--- config.mk ---
export PLATFORM = sky130hd
export DESIGN_NAME = byte_deserializer
export DESIGN_NICKNAME = d
export VERILOG_FILES = /design/src/rtl/byte_deserializer.sv
export SDC_FILE = /design/constraint.sdc
export NUM_CORES = 1
export LEC_CHECK = 0
export ABC_AREA = 1
export BUFFER_PORTS_ARGS = -buffer_cell sky130_fd_sc_hd__buf_4
export CAP_MARGIN = 0
export CORE_ASPECT_RATIO = 1.5
export CORE_MARGIN = 2
export CORE_UTILIZATION = 50
export DETAILED_ROUTE_END_ITERATION = 8
export PLACE_DENSITY = 0.82
export SETUP_SLACK_MARGIN = 0.2
export SYNTH_ARGS = -nofsm -noshare
export SYNTH_HDL_FRONTEND = slang
export SYNTH_SLANG_ARGS = --single-unit
--- constraint.sdc ---
create_clock -name clk -period 5.4 [get_ports clk]
set_clock_uncertainty 0.2 [all_clocks]
set_input_delay 0.27 -clock clk [delete_from_list [all_inputs] [get_ports clk]]
set_output_delay 0.27 -clock clk [all_outputs]
set_load 0.03 [all_outputs]
--- src/rtl/byte_deserializer.sv ---
// byte_deserializer: serial-to-parallel word assembler with in_sof resync
// and a single output register under ready/valid backpressure.
module byte_deserializer #(
    parameter int WIDTH     = 8,
    parameter bit MSB_FIRST = 0
) (
    input  logic             clk,
    input  logic             rst,
    input  logic             in_bit,
    input  logic             in_valid,
    input  logic             in_sof,
    output logic             in_ready,
    output logic [WIDTH-1:0] out,
    output logic             out_valid,
    input  logic             out_ready,
    output logic             sync_err
);
    localparam int CW = WIDTH > 1 ? $clog2(WIDTH) : 1;
    localparam logic [CW-1:0] LAST = CW'(WIDTH - 1);

    logic [CW-1:0]    r_cnt;
    logic [CW-1:0]    w_k;
    logic [CW-1:0]    w_pos;
    logic [CW-1:0]    w_cnt_next;
    logic [WIDTH-1:0] r_shift;
    logic [WIDTH-1:0] r_out;
    logic [WIDTH-1:0] w_word;
    logic             r_out_valid;
    logic             r_sync_err;
    logic             w_accept;
    logic             w_done;

    // Only the last bit of a word can stall: it needs a free output register.
    always_comb begin
        in_ready   = rst || !(r_cnt == LAST && r_out_valid && !out_ready);
        w_accept   = in_valid && in_ready && !rst;
        w_k        = in_sof ? '0 : r_cnt;
        w_pos      = MSB_FIRST ? LAST - w_k : w_k;
        w_done     = w_accept && w_k == LAST;
        w_cnt_next = w_done ? '0 : w_k + 1'b1;
        w_word     = r_shift;
        w_word[w_pos] = in_bit;
    end

    always_ff @(posedge clk) begin
        if (rst) begin
            r_cnt       <= '0;
            r_shift     <= '0;
            r_out       <= '0;
            r_out_valid <= 1'b0;
            r_sync_err  <= 1'b0;
        end else begin
            if (w_accept) begin
                r_cnt   <= w_cnt_next;
                r_shift <= w_word;
            end
            if (w_done)
                r_out <= w_word;
            r_out_valid <= w_done || (r_out_valid && !out_ready);
            r_sync_err  <= w_accept && in_sof && r_cnt != '0;
        end
    end

    assign out       = r_out;
    assign out_valid = r_out_valid;
    assign sync_err  = r_sync_err;
endmodule
==> impl_summary.txt, run 1 <==
----------------------------------------------------
[GRT]
  Total overflow reported by the global router ... 0
  Global routing usage summed across all routing layers ... 17.37%
  Number of global-route vias before repair ... 882
  Initial antenna violation count ... 0
  Largest net degree at the start of global routing ... 18
  Global-route wire length before repair ... 3415 um

[Floorplanning]
  Die extent in x ... 41.68 um
  Starting utilization of the core area ... 52.53%
  FP Rows ... 20
  Core region area ... 2027 sq um
  Count of pins on the block boundary ... 17
  Die outline area ... 2522 sq um
  Height of the chip ... 60.52 um

[Final layout]
  Number of filler instances in the final layout ... 194
  Antenna fix cells ... 0
  Most used cells in the layout excluding fill and tap cells ... nand2_1, nor2_1, inv_1
  Post-synthesis to final-layout area growth ... 13.75%
  Area taken by multi-input logic gates ... 509.2 sq um
  Fraction of layout instances using a drive strength above 1 ... 15.64%
  Final layout net count ... 188
  Leading cell type in the layout, fill and taps excluded ... nand2_1
  Area taken by flip-flops and latches ... 420.4 sq um

[Pwr]
  Post-layout power ... 270.7 uW
  Sequential fraction of design power ... 59.9%
  VDD IR max ... 0.2508 mV
  Power dissipated by switching net loads ... 71.88 uW
  Pint ... 198.8 uW
  Fraction of power spent switching nets ... 26.56%
  Power density cells ... 223.5 nW/um^2
  Clock group share of total power ... 27.7%
  Leakage power summed over all cells ... 0.0006455 uW
  Logic gate share of total power ... 12.4%

[Setup path]
  Critical path data arrival time ... 1420 ps
  Nature of the critical path endpoint ... primary output
  Count of cells along the worst register-to-register path ... 7
  Max FO, Critical Path ... 8
  Startpoint Class ... primary input
  Critical path type ... in2out
  Required time at the endpoint of the critical path ... 4930 ps

[Status]
  Outcome ... finished clean

[Synthesis]
  Count of mapped cells out of synthesis ... 162
  YS warnings ... 0
  Unique cell type count in the Yosys netlist ... 16
  Seq/Total Area, Yosys ... 39.48%
  Top cells by area, synth ... dfxtp_1, nand2_1, nor2_1, inv_1, nand3_1
  Mean instance size in the synthesized netlist ... 6.573 sq um
  Cell area after synthesis ... 1065 sq um
  Top-area cell type share of the netlist area ... 39.48%
  Cell accounting for the most synthesized area ... dfxtp_1
  Post-synthesis register bit count ... 21
  Nets in the synthesized netlist ... 170

[Drt]
  Detail-routed via count per cell ... 5.015
  Iteration-0 DRC count of the detailed router ... 41
  Drt pass-1 iters ... 5
  DRT Wirelength ... 2094 um
  Detailed-route via count ... 1008
  Number of design rule violations left after detail routing ... 0
  Post-detailed-route count of antenna-violating nets ... 0
  Average wire per standard cell ... 10.42 um

[Clock tree]
  Number of gates resized after cts ... 0
  Later-pin clock latency in the skew report ... 290 ps
  Number of buffers created by CTS ... 3
  Number of levels in the clock H-tree ... 1
  Clock Tree Root ... clkbuf_4
  Clock buffer depth ... 2
  CTS Sinks ... 21
  TritonCTS clock tree ... yes
  Clock input transition at the sequential cells of the worst setup and hold paths ... 120 ps

[Placement]
  Detailed placement HPWL ... 1550 um
  Number of input and output port buffers inserted ... 16
  Global placement routability congestion ... 0.8748

[Timing]
  Final total negative setup slack ... 0 ps
  Period utilization ... 34.91%
  Total of endpoints with negative setup slack in the final report ... 0
  Shortest period the worst path allows ... 1885 ps
  Max-Slew Margin vs Limit ... 70.65%
  Final number of max-transition violations ... 0
  Transition time of the tightest slew-check pin ... 439.8 ps
  Endpoints failing hold ... 0
  Unrepaired setup endpoints after global routing ... false
  Highest Clock Rate ... 0.5304 GHz

[Flow run]
  Count of maximum capacitance violations ... 0

[Hold path]
  Type of the most critical hold path ... in2reg
  Cell count of the worst hold path ... 4

----------------------------------------------------
## flip-flops by register name (all words and copies together) (netlist names)
name       flops
r_shift        8
r_cnt          3
sync_err       1
out_valid      1
out            8
## cell type report
cell class | instances | share of cell area (%)
Inverter | 26 | 8.058
Multi-Input combinational cell | 111 | 42.05
Clock buffer | 4 | 2.169
Sequential cell | 21 | 34.71
Timing Repair Buffer | 17 | 10.74
Tap cell | 22 | 2.273
## cells in the mapped netlist (all sizes together)
cell type	number
nand2	52
nor2	29
inv	26
dfxtp	21
nand3	15
o21ai	7
a21oi	4
buf	3
ha	2
clkbuf	1
nor3	1
o21bai	1
## power groups by stage
stage | sequential [uW] | clock (uW) | combinational, uW
final | 162 | 75.0 | 33.6
after global routing | 163 | 82.4 | 37.9
after CTS | 162 | 75.2 | 33.3
after detailed placement | 166 | 0 | 32.5
after global placement | 165 | 0 | 31.1
after floorplan | 166 | 0 | 23.5
## final timing paths
kind	slack, ps	start	to
hold reg to reg	280	r_shift[1]$_SDFFE_PP0P_	r_shift[1]$_SDFFE_PP0P_
setup / recovery	3510	rst	in_ready
setup reg to reg	3520	r_cnt[0]$_SDFFE_PP0P_	out[1]$_SDFFE_PP0P_
hold / removal	50	out_ready	out_valid$_SDFF_PP0_
## repair_timing
item,4_1_cts,5_1_grt
hold buffers,1,0
hold endpoints to repair,1,0
buffers inserted,0,0
## worst max-delay path: stages
cell and delay [ps]:
dlygate4sd3_1 540, buf_4 170, nor2_2 140, nand3_4 110, buf_4 190
## metal layers
metal	GRT usage [%]	share of wire [%]	vias to the layer above
met5	0	0	-
met4	9.677	3.2	0
met3	3.571	4.5	8
met2	32.14	50	31
met1	18.38	42	442
li1	-	-	527
## cells by family after synthesis
family | count (synthesis) | synth area share [%]
AND/OR/NAND/NOR | 97 | 39.60
flip-flops | 21 | 39.48
buffers and inverters | 30 | 12.69
AO/OA/AOI/OAI | 12 | 5.875
adder cells (fa/ha/maj) | 2 | 2.350
## through the flow
stage	instances	hold slack, ps	setup WS (ps)	area [sq um]	utilization [%]
2_1_floorplan	162	197.6	3714	1065	-
3_3_place_gp	196	255.4	3698	1175	57.96
3_5_place_dp	196	259.3	3559	1175	57.96
4_1_cts	201	57.89	3515	1211	59.75
5_1_grt	201	60.79	3361	1211	59.75
6_report	201	50.21	3515	1211	59.75
(Power assumes the default switching activity.)
==> inputs of run 2 (changes only) <==
clock period = 1.9 ns   (was 5.4 ns; I/O delays follow)
==> run 2 against run 1 <==
- hold slack better by 230 ps
- non-clock buffer count up 4
- design area up 7.7%
- combinational power rose to 3.2 times the previous value
- die area unchanged
- clock-buffer cell count down 1
- sequential share of layout area down 2.3 points
- via count up 5.3%
- largest cell class unchanged
==> impl_summary.txt, run 2 (same netlist as run 1, synthesis figures left out) <==
----------------------------------------------------
[Status]
  Outcome ... finished clean

[Clock tree]
  TritonCTS clock tree ... yes
  Number of levels in the clock H-tree ... 1
  Number of buffers created by CTS ... 3
  Clock input transition at the sequential cells of the worst setup and hold paths ... 130 ps
  Clock buffer depth ... 2
  CTS Sinks ... 21
  Later-pin clock latency in the skew report ... 320 ps
  Clock Tree Root ... clkbuf_4

[Setup path]
  Critical path data arrival time ... 1700 ps
  Required time at the endpoint of the critical path ... 1940 ps
  Critical path type ... in2reg
  Startpoint Class ... primary input
  Nature of the critical path endpoint ... register
  R2R Setup Slk ... 260 ps
  Max FO, Critical Path ... 9

[Timing]
  Transition time of the tightest slew-check pin ... 462.8 ps
  Unrepaired setup endpoints after global routing ... true
  Total of endpoints with negative setup slack in the final report ... 0
  Period utilization ... 87.76%
  Final total negative setup slack ... 0 ps
  Endpoints failing hold ... 0
  Shortest period the worst path allows ... 1667 ps
  Highest Clock Rate ... 0.5997 GHz
  Max-Slew Margin vs Limit ... 68.91%
  Final number of max-transition violations ... 0

[Placement]
  Global placement routability congestion ... 0.9119
  Number of input and output port buffers inserted ... 16
  Detailed placement HPWL ... 1540 um

[GRT]
  Largest net degree at the start of global routing ... 16
  Met2 usage ... 38.17%
  Initial antenna violation count ... 0
  Fraction of met3 tracks used by global routing ... 4.464%
  Busiest layer in global routing ... met2
  Total overflow reported by the global router ... 0
  Number of global-route vias before repair ... 987
  Met1 track utilization from global routing ... 22.69%
  Global-route wire length before repair ... 4091 um
  Global routing usage summed across all routing layers ... 21.53%

[Pwr]
  Clock group share of total power ... 28.8%
  Power dissipated by switching net loads ... 231.5 uW
  Post-layout power ... 802.1 uW
  Power density cells ... 614.6 nW/um^2
  Pint ... 570.6 uW
  Leakage power summed over all cells ... 0.0006607 uW
  Fraction of power spent switching nets ... 28.86%
  Logic gate share of total power ... 13.5%
  Sequential fraction of design power ... 57.7%
  VDD IR max ... 0.4502 mV

[Final layout]
  Post-synthesis to final-layout area growth ... 22.56%
  Most used cells in the layout excluding fill and tap cells ... nand2_1, inv_1, nor2_1
  Area taken by multi-input logic gates ... 559.3 sq um
  Final layout net count ... 193
  Leading cell type in the layout, fill and taps excluded ... nand2_1
  Antenna fix cells ... 0
  Number of filler instances in the final layout ... 185
  Area taken by flip-flops and latches ... 422.9 sq um
  Fraction of layout instances using a drive strength above 1 ... 20.65%

[Drt]
  Number of design rule violations left after detail routing ... 0
  Iteration-0 DRC count of the detailed router ... 40
  Post-detailed-route count of antenna-violating nets ... 0
  Detail-routed via count per cell ... 5.150
  Detailed-route via count ... 1061
  Average wire per standard cell ... 11.67 um
  DRT Wirelength ... 2404 um
  Drt pass-1 iters ... 4

[Hold path]
  Type of the most critical hold path ... reg2reg

[Floorplanning]
  Starting utilization of the core area ... 52.53%
  Height of the chip ... 60.52 um
  Die outline area ... 2522 sq um
  Core region area ... 2027 sq um
  Count of pins on the block boundary ... 17
  FP Rows ... 20
  Die extent in x ... 41.68 um

[Flow run]
  Count of maximum capacitance violations ... 0

----------------------------------------------------
==> run 2: layout make-up <==
type / count / share of cell area, %
Multi-Input combinational cell: 112 / 42.86
Sequential cell: 21 / 32.41
Clock buffer: 3 / 1.726
Inverter: 26 / 7.478
Timing Repair Buffer: 21 / 13.04
Clock inverter: 1 / 0.3835
Tap cell: 22 / 2.109
==> run 2: path summary, 6_finish.rpt <==
| kind | from | to | cells past startpoint |
|---|---|---|---|
| setup / recovery | in_sof | out[1]$_SDFFE_PP0P_ | 8 |
| setup reg to reg | r_cnt[0]$_SDFFE_PP0P_ | out[1]$_SDFFE_PP0P_ | 7 |
| hold reg to reg | r_shift[7]$_SDFFE_PP0P_ | r_shift[7]$_SDFFE_PP0P_ | 2 |
| hold / removal | r_shift[7]$_SDFFE_PP0P_ | r_shift[7]$_SDFFE_PP0P_ | 2 |
==> run 2: worst max-delay path: stages <==
cell and delay [ps]:
dlygate4sd3_1 530, buf_4 170, nor2_4 160, ha_2 210
ha_4 180, nand3_4 130, o21bai_1 170, nor2_1 50
==> run 2: power groups by stage <==
stage,combinational [uW],clock (uW),sequential (uW)
floorplan,66.8,0,471
global placement,88.6,0,470
detailed placement,91.8,0,471
CTS,104,232,461
global route,121,253,464
finish,108,231,462
==> run 2: metal layers <==
metal | vias up | routed length [um]
li1 | 535 | -
met1 | 484 | 964
met2 | 35 | 1255
met3 | 7 | 111
met4 | 0 | 72
met5 | - | 0
==> run 2: repair_timing <==
| item | in CTS | in global routing |
|---|---|---|
| pin swaps | 1 | 0 |
| endpoints found under the hold margin | 11 | 0 |
| endpoints found under the setup margin | 11 | 17 |
| gates cloned | 1 | 0 |
| setup buffers | 0 | 0 |
| hold buffers | 5 | 0 |
| gates resized for setup | 5 | 7 |
==> run 2: stage by stage <==
| step | utilization, % | setup WS, ps | std cells | hold slack [ps] | cell area (sq um) |
|---|---|---|---|---|---|
| 2_1_floorplan | - | 214.0 | 162 | 22.64 | 1065 |
| 3_3_place_gp | 57.96 | 200.6 | 196 | 134.5 | 1175 |
| 3_5_place_dp | 57.96 | 43.08 | 196 | 138.7 | 1175 |
| 4_1_cts | 63.52 | 215.2 | 206 | 287.0 | 1287 |
| 5_1_grt | 64.38 | 191.9 | 206 | 307.5 | 1305 |
| 6_report | 64.38 | 232.6 | 206 | 283.2 | 1305 |
==> inputs of run 3 (changes only) <==
CORE_UTILIZATION = 45   (was 50)
PLACE_DENSITY = 0.76   (was 0.82)
==> run 3 against run 2 <==
- combinational power barely moved
- largest cell class unchanged
- register-to-register slack gained 40 ps
- power decreased by 3.3%
- die area up 10%
- design area is 0.58% lower
- sequential power is essentially flat
- sequential share of layout area grew 0.19 points
- final cell count is 0.49% higher
- first-iteration DRC count fell by 15%
==> impl_summary.txt, run 3 (same netlist as run 1, synthesis figures left out) <==
----------------------------------------------------
[Drt]
  DRT met1 WL ... 907 um
  Post-detailed-route count of antenna-violating nets ... 0
  Detail-routed via count per cell ... 4.879
  DRT Wirelength ... 2184 um
  Drt pass-1 iters ... 4
  Iteration-0 DRC count of the detailed router ... 34
  Detailed route wirelength on metal2 ... 1086 um
  Number of design rule violations left after detail routing ... 0
  Detailed-route via count ... 1010
  Highest metal layer with signal wires ... met4
  Average wire per standard cell ... 10.55 um
  Met3 wire length ... 118 um

[Timing]
  Final total negative setup slack ... 0 ps
  Total of endpoints with negative setup slack in the final report ... 0
  Endpoints failing hold ... 0
  Crit path setup slack, layout ... 251.1 ps
  Final number of max-transition violations ... 0
  Highest Clock Rate ... 0.6065 GHz
  Transition time of the tightest slew-check pin ... 454.1 ps
  Max-Slew Margin vs Limit ... 69.69%
  Period utilization ... 86.79%
  Unrepaired setup endpoints after global routing ... true
  Shortest period the worst path allows ... 1649 ps

[Clock tree]
  Number of levels in the clock H-tree ... 1
  TritonCTS clock tree ... yes
  CTS Sinks ... 21
  Setup fix buffers added after clock tree synthesis ... 0
  Later-pin clock latency in the skew report ... 290 ps
  Clock input transition at the sequential cells of the worst setup and hold paths ... 110 ps
  Clock buffer depth ... 2
  Clock Tree Root ... clkbuf_4
  Number of buffers created by CTS ... 3

[Final layout]
  Post-synthesis to final-layout area growth ... 21.86%
  Area taken by flip-flops and latches ... 422.9 sq um
  Antenna fix cells ... 0
  Most used cells in the layout excluding fill and tap cells ... nand2_1, nor2_1, inv_1
  Core occupancy in the finished layout ... 58.10%
  Number of filler instances in the final layout ... 212
  Area taken by multi-input logic gates ... 554.3 sq um
  Final layout net count ... 193
  Leading cell type in the layout, fill and taps excluded ... nand2_1
  Final Instance Area ... 1297 sq um
  Fraction of layout instances using a drive strength above 1 ... 19.57%

[GRT]
  Initial antenna violation count ... 0
  Global-route wire length before repair ... 3774 um
  Largest net degree at the start of global routing ... 16
  Total overflow reported by the global router ... 0
  Global routing usage summed across all routing layers ... 17.25%
  Number of global-route vias before repair ... 898

[Placement]
  Number of input and output port buffers inserted ... 16
  Detailed placement HPWL ... 1533 um
  Placement-stage worst setup slack ... 120.5 ps
  Global placement routability congestion ... 0.9679
  Cell area after placement ... 1184 sq um

[Floorplanning]
  FP Rows ... 21
  Core region area ... 2233 sq um
  Height of the chip ... 63.58 um
  Starting utilization of the core area ... 47.68%
  Die outline area ... 2779 sq um
  Die extent in x ... 43.72 um
  Count of pins on the block boundary ... 17

[Status]
  Outcome ... finished clean

[Setup path]
  Critical Path Slowest Stage Cell ... dlygate4sd3_1
  Nature of the critical path endpoint ... primary output
  Startpoint Class ... primary input
  CP Cell Sequence ... dlygate4sd3_1 -> buf_4 -> nor2_1 -> nand3_4 -> buf_4
  Critical Path Max Stage Delay ... 540 ps
  Crit path top cell by count ... buf_4
  Critical path type ... in2out
  Max FO, Critical Path ... 4
  Critical path data arrival time ... 1350 ps
  Required time at the endpoint of the critical path ... 1600 ps

[Flow run]
  Count of maximum capacitance violations ... 0

[Pwr]
  Power density cells ... 597.7 nW/um^2
  Leakage power summed over all cells ... 0.0006591 uW
  VDD IR max ... 0.3826 mV
  Post-layout power ... 775.6 uW

[Hold path]
  Type of the most critical hold path ... in2reg

----------------------------------------------------
## run 3: changes by cell type in the layout (fill, tap and decap cells not counted)
cell,delta
buf_4,+1
clkinv_2,-1
clkbuf_1,+1
nor2_2,-2
nor2_1,+2
dlygate4sd3_1,-1
## run 3: final cells by class
cell class                 instances  area share, %
multi-input combinational        112          42.72
timing repair buffer              21          12.92
tap                               23          2.218
sequential                        21          32.59
clock buffer                       4          2.025
inverter                          26          7.522
## run 3: critical path, delay by kind of cell
| family | cells | cell delay [ps] |
|---|---|---|
| buf+inv | 3 | 880 |
| simple gates | 2 | 380 |
## run 3: what timing repair did
action                                  in CTS  in global routing
resized for setup                            5                  5
hold buffers                                 4                  0
endpoints found under the setup margin       9                 14
gates cloned                                 1                  0
hold endpoints to repair                     9                  0
pin swaps                                    1                  0
## run 3: routing by layer
metal / track usage (%) / up-vias
li1: - / 539
met3: 1.719 / 8
met2: 29.41 / 32
met5: 0 / -
met4: 7.197 / 0
met1: 21.20 / 431
## run 3: final timing paths
kind                                         startpoint                      end  slack, ps  depth (start not counted)
worst min-delay path                           in_valid    r_cnt[1]$_SDFFE_PP0P_         30                          5
worst min register to register  r_shift[4]$_SDFFE_PP0P_  r_shift[4]$_SDFFE_PP0P_        290                          2
worst max-delay path                          out_ready                 in_ready        250                          5
worst max register to register    r_cnt[1]$_SDFFE_PP0P_      out[1]$_SDFFE_PP0P_        300                          7
## run 3: report_power, final
group / leakage, uW / switching (uW) / internal, uW
Combinational: 0.000473 / 68.6 / 37.8
Clock: 0.0000150 / 126 / 81.6
Sequential: 0.000171 / 8.26 / 453
## run 3: stage by stage
step | hold WS (ps) | instances
3_3_place_gp | 135.4 | 198
6_report | 25.66 | 207
2_1_floorplan | 22.64 | 162
3_5_place_dp | 136.7 | 198
5_1_grt | 48.03 | 207
4_1_cts | 18.42 | 207
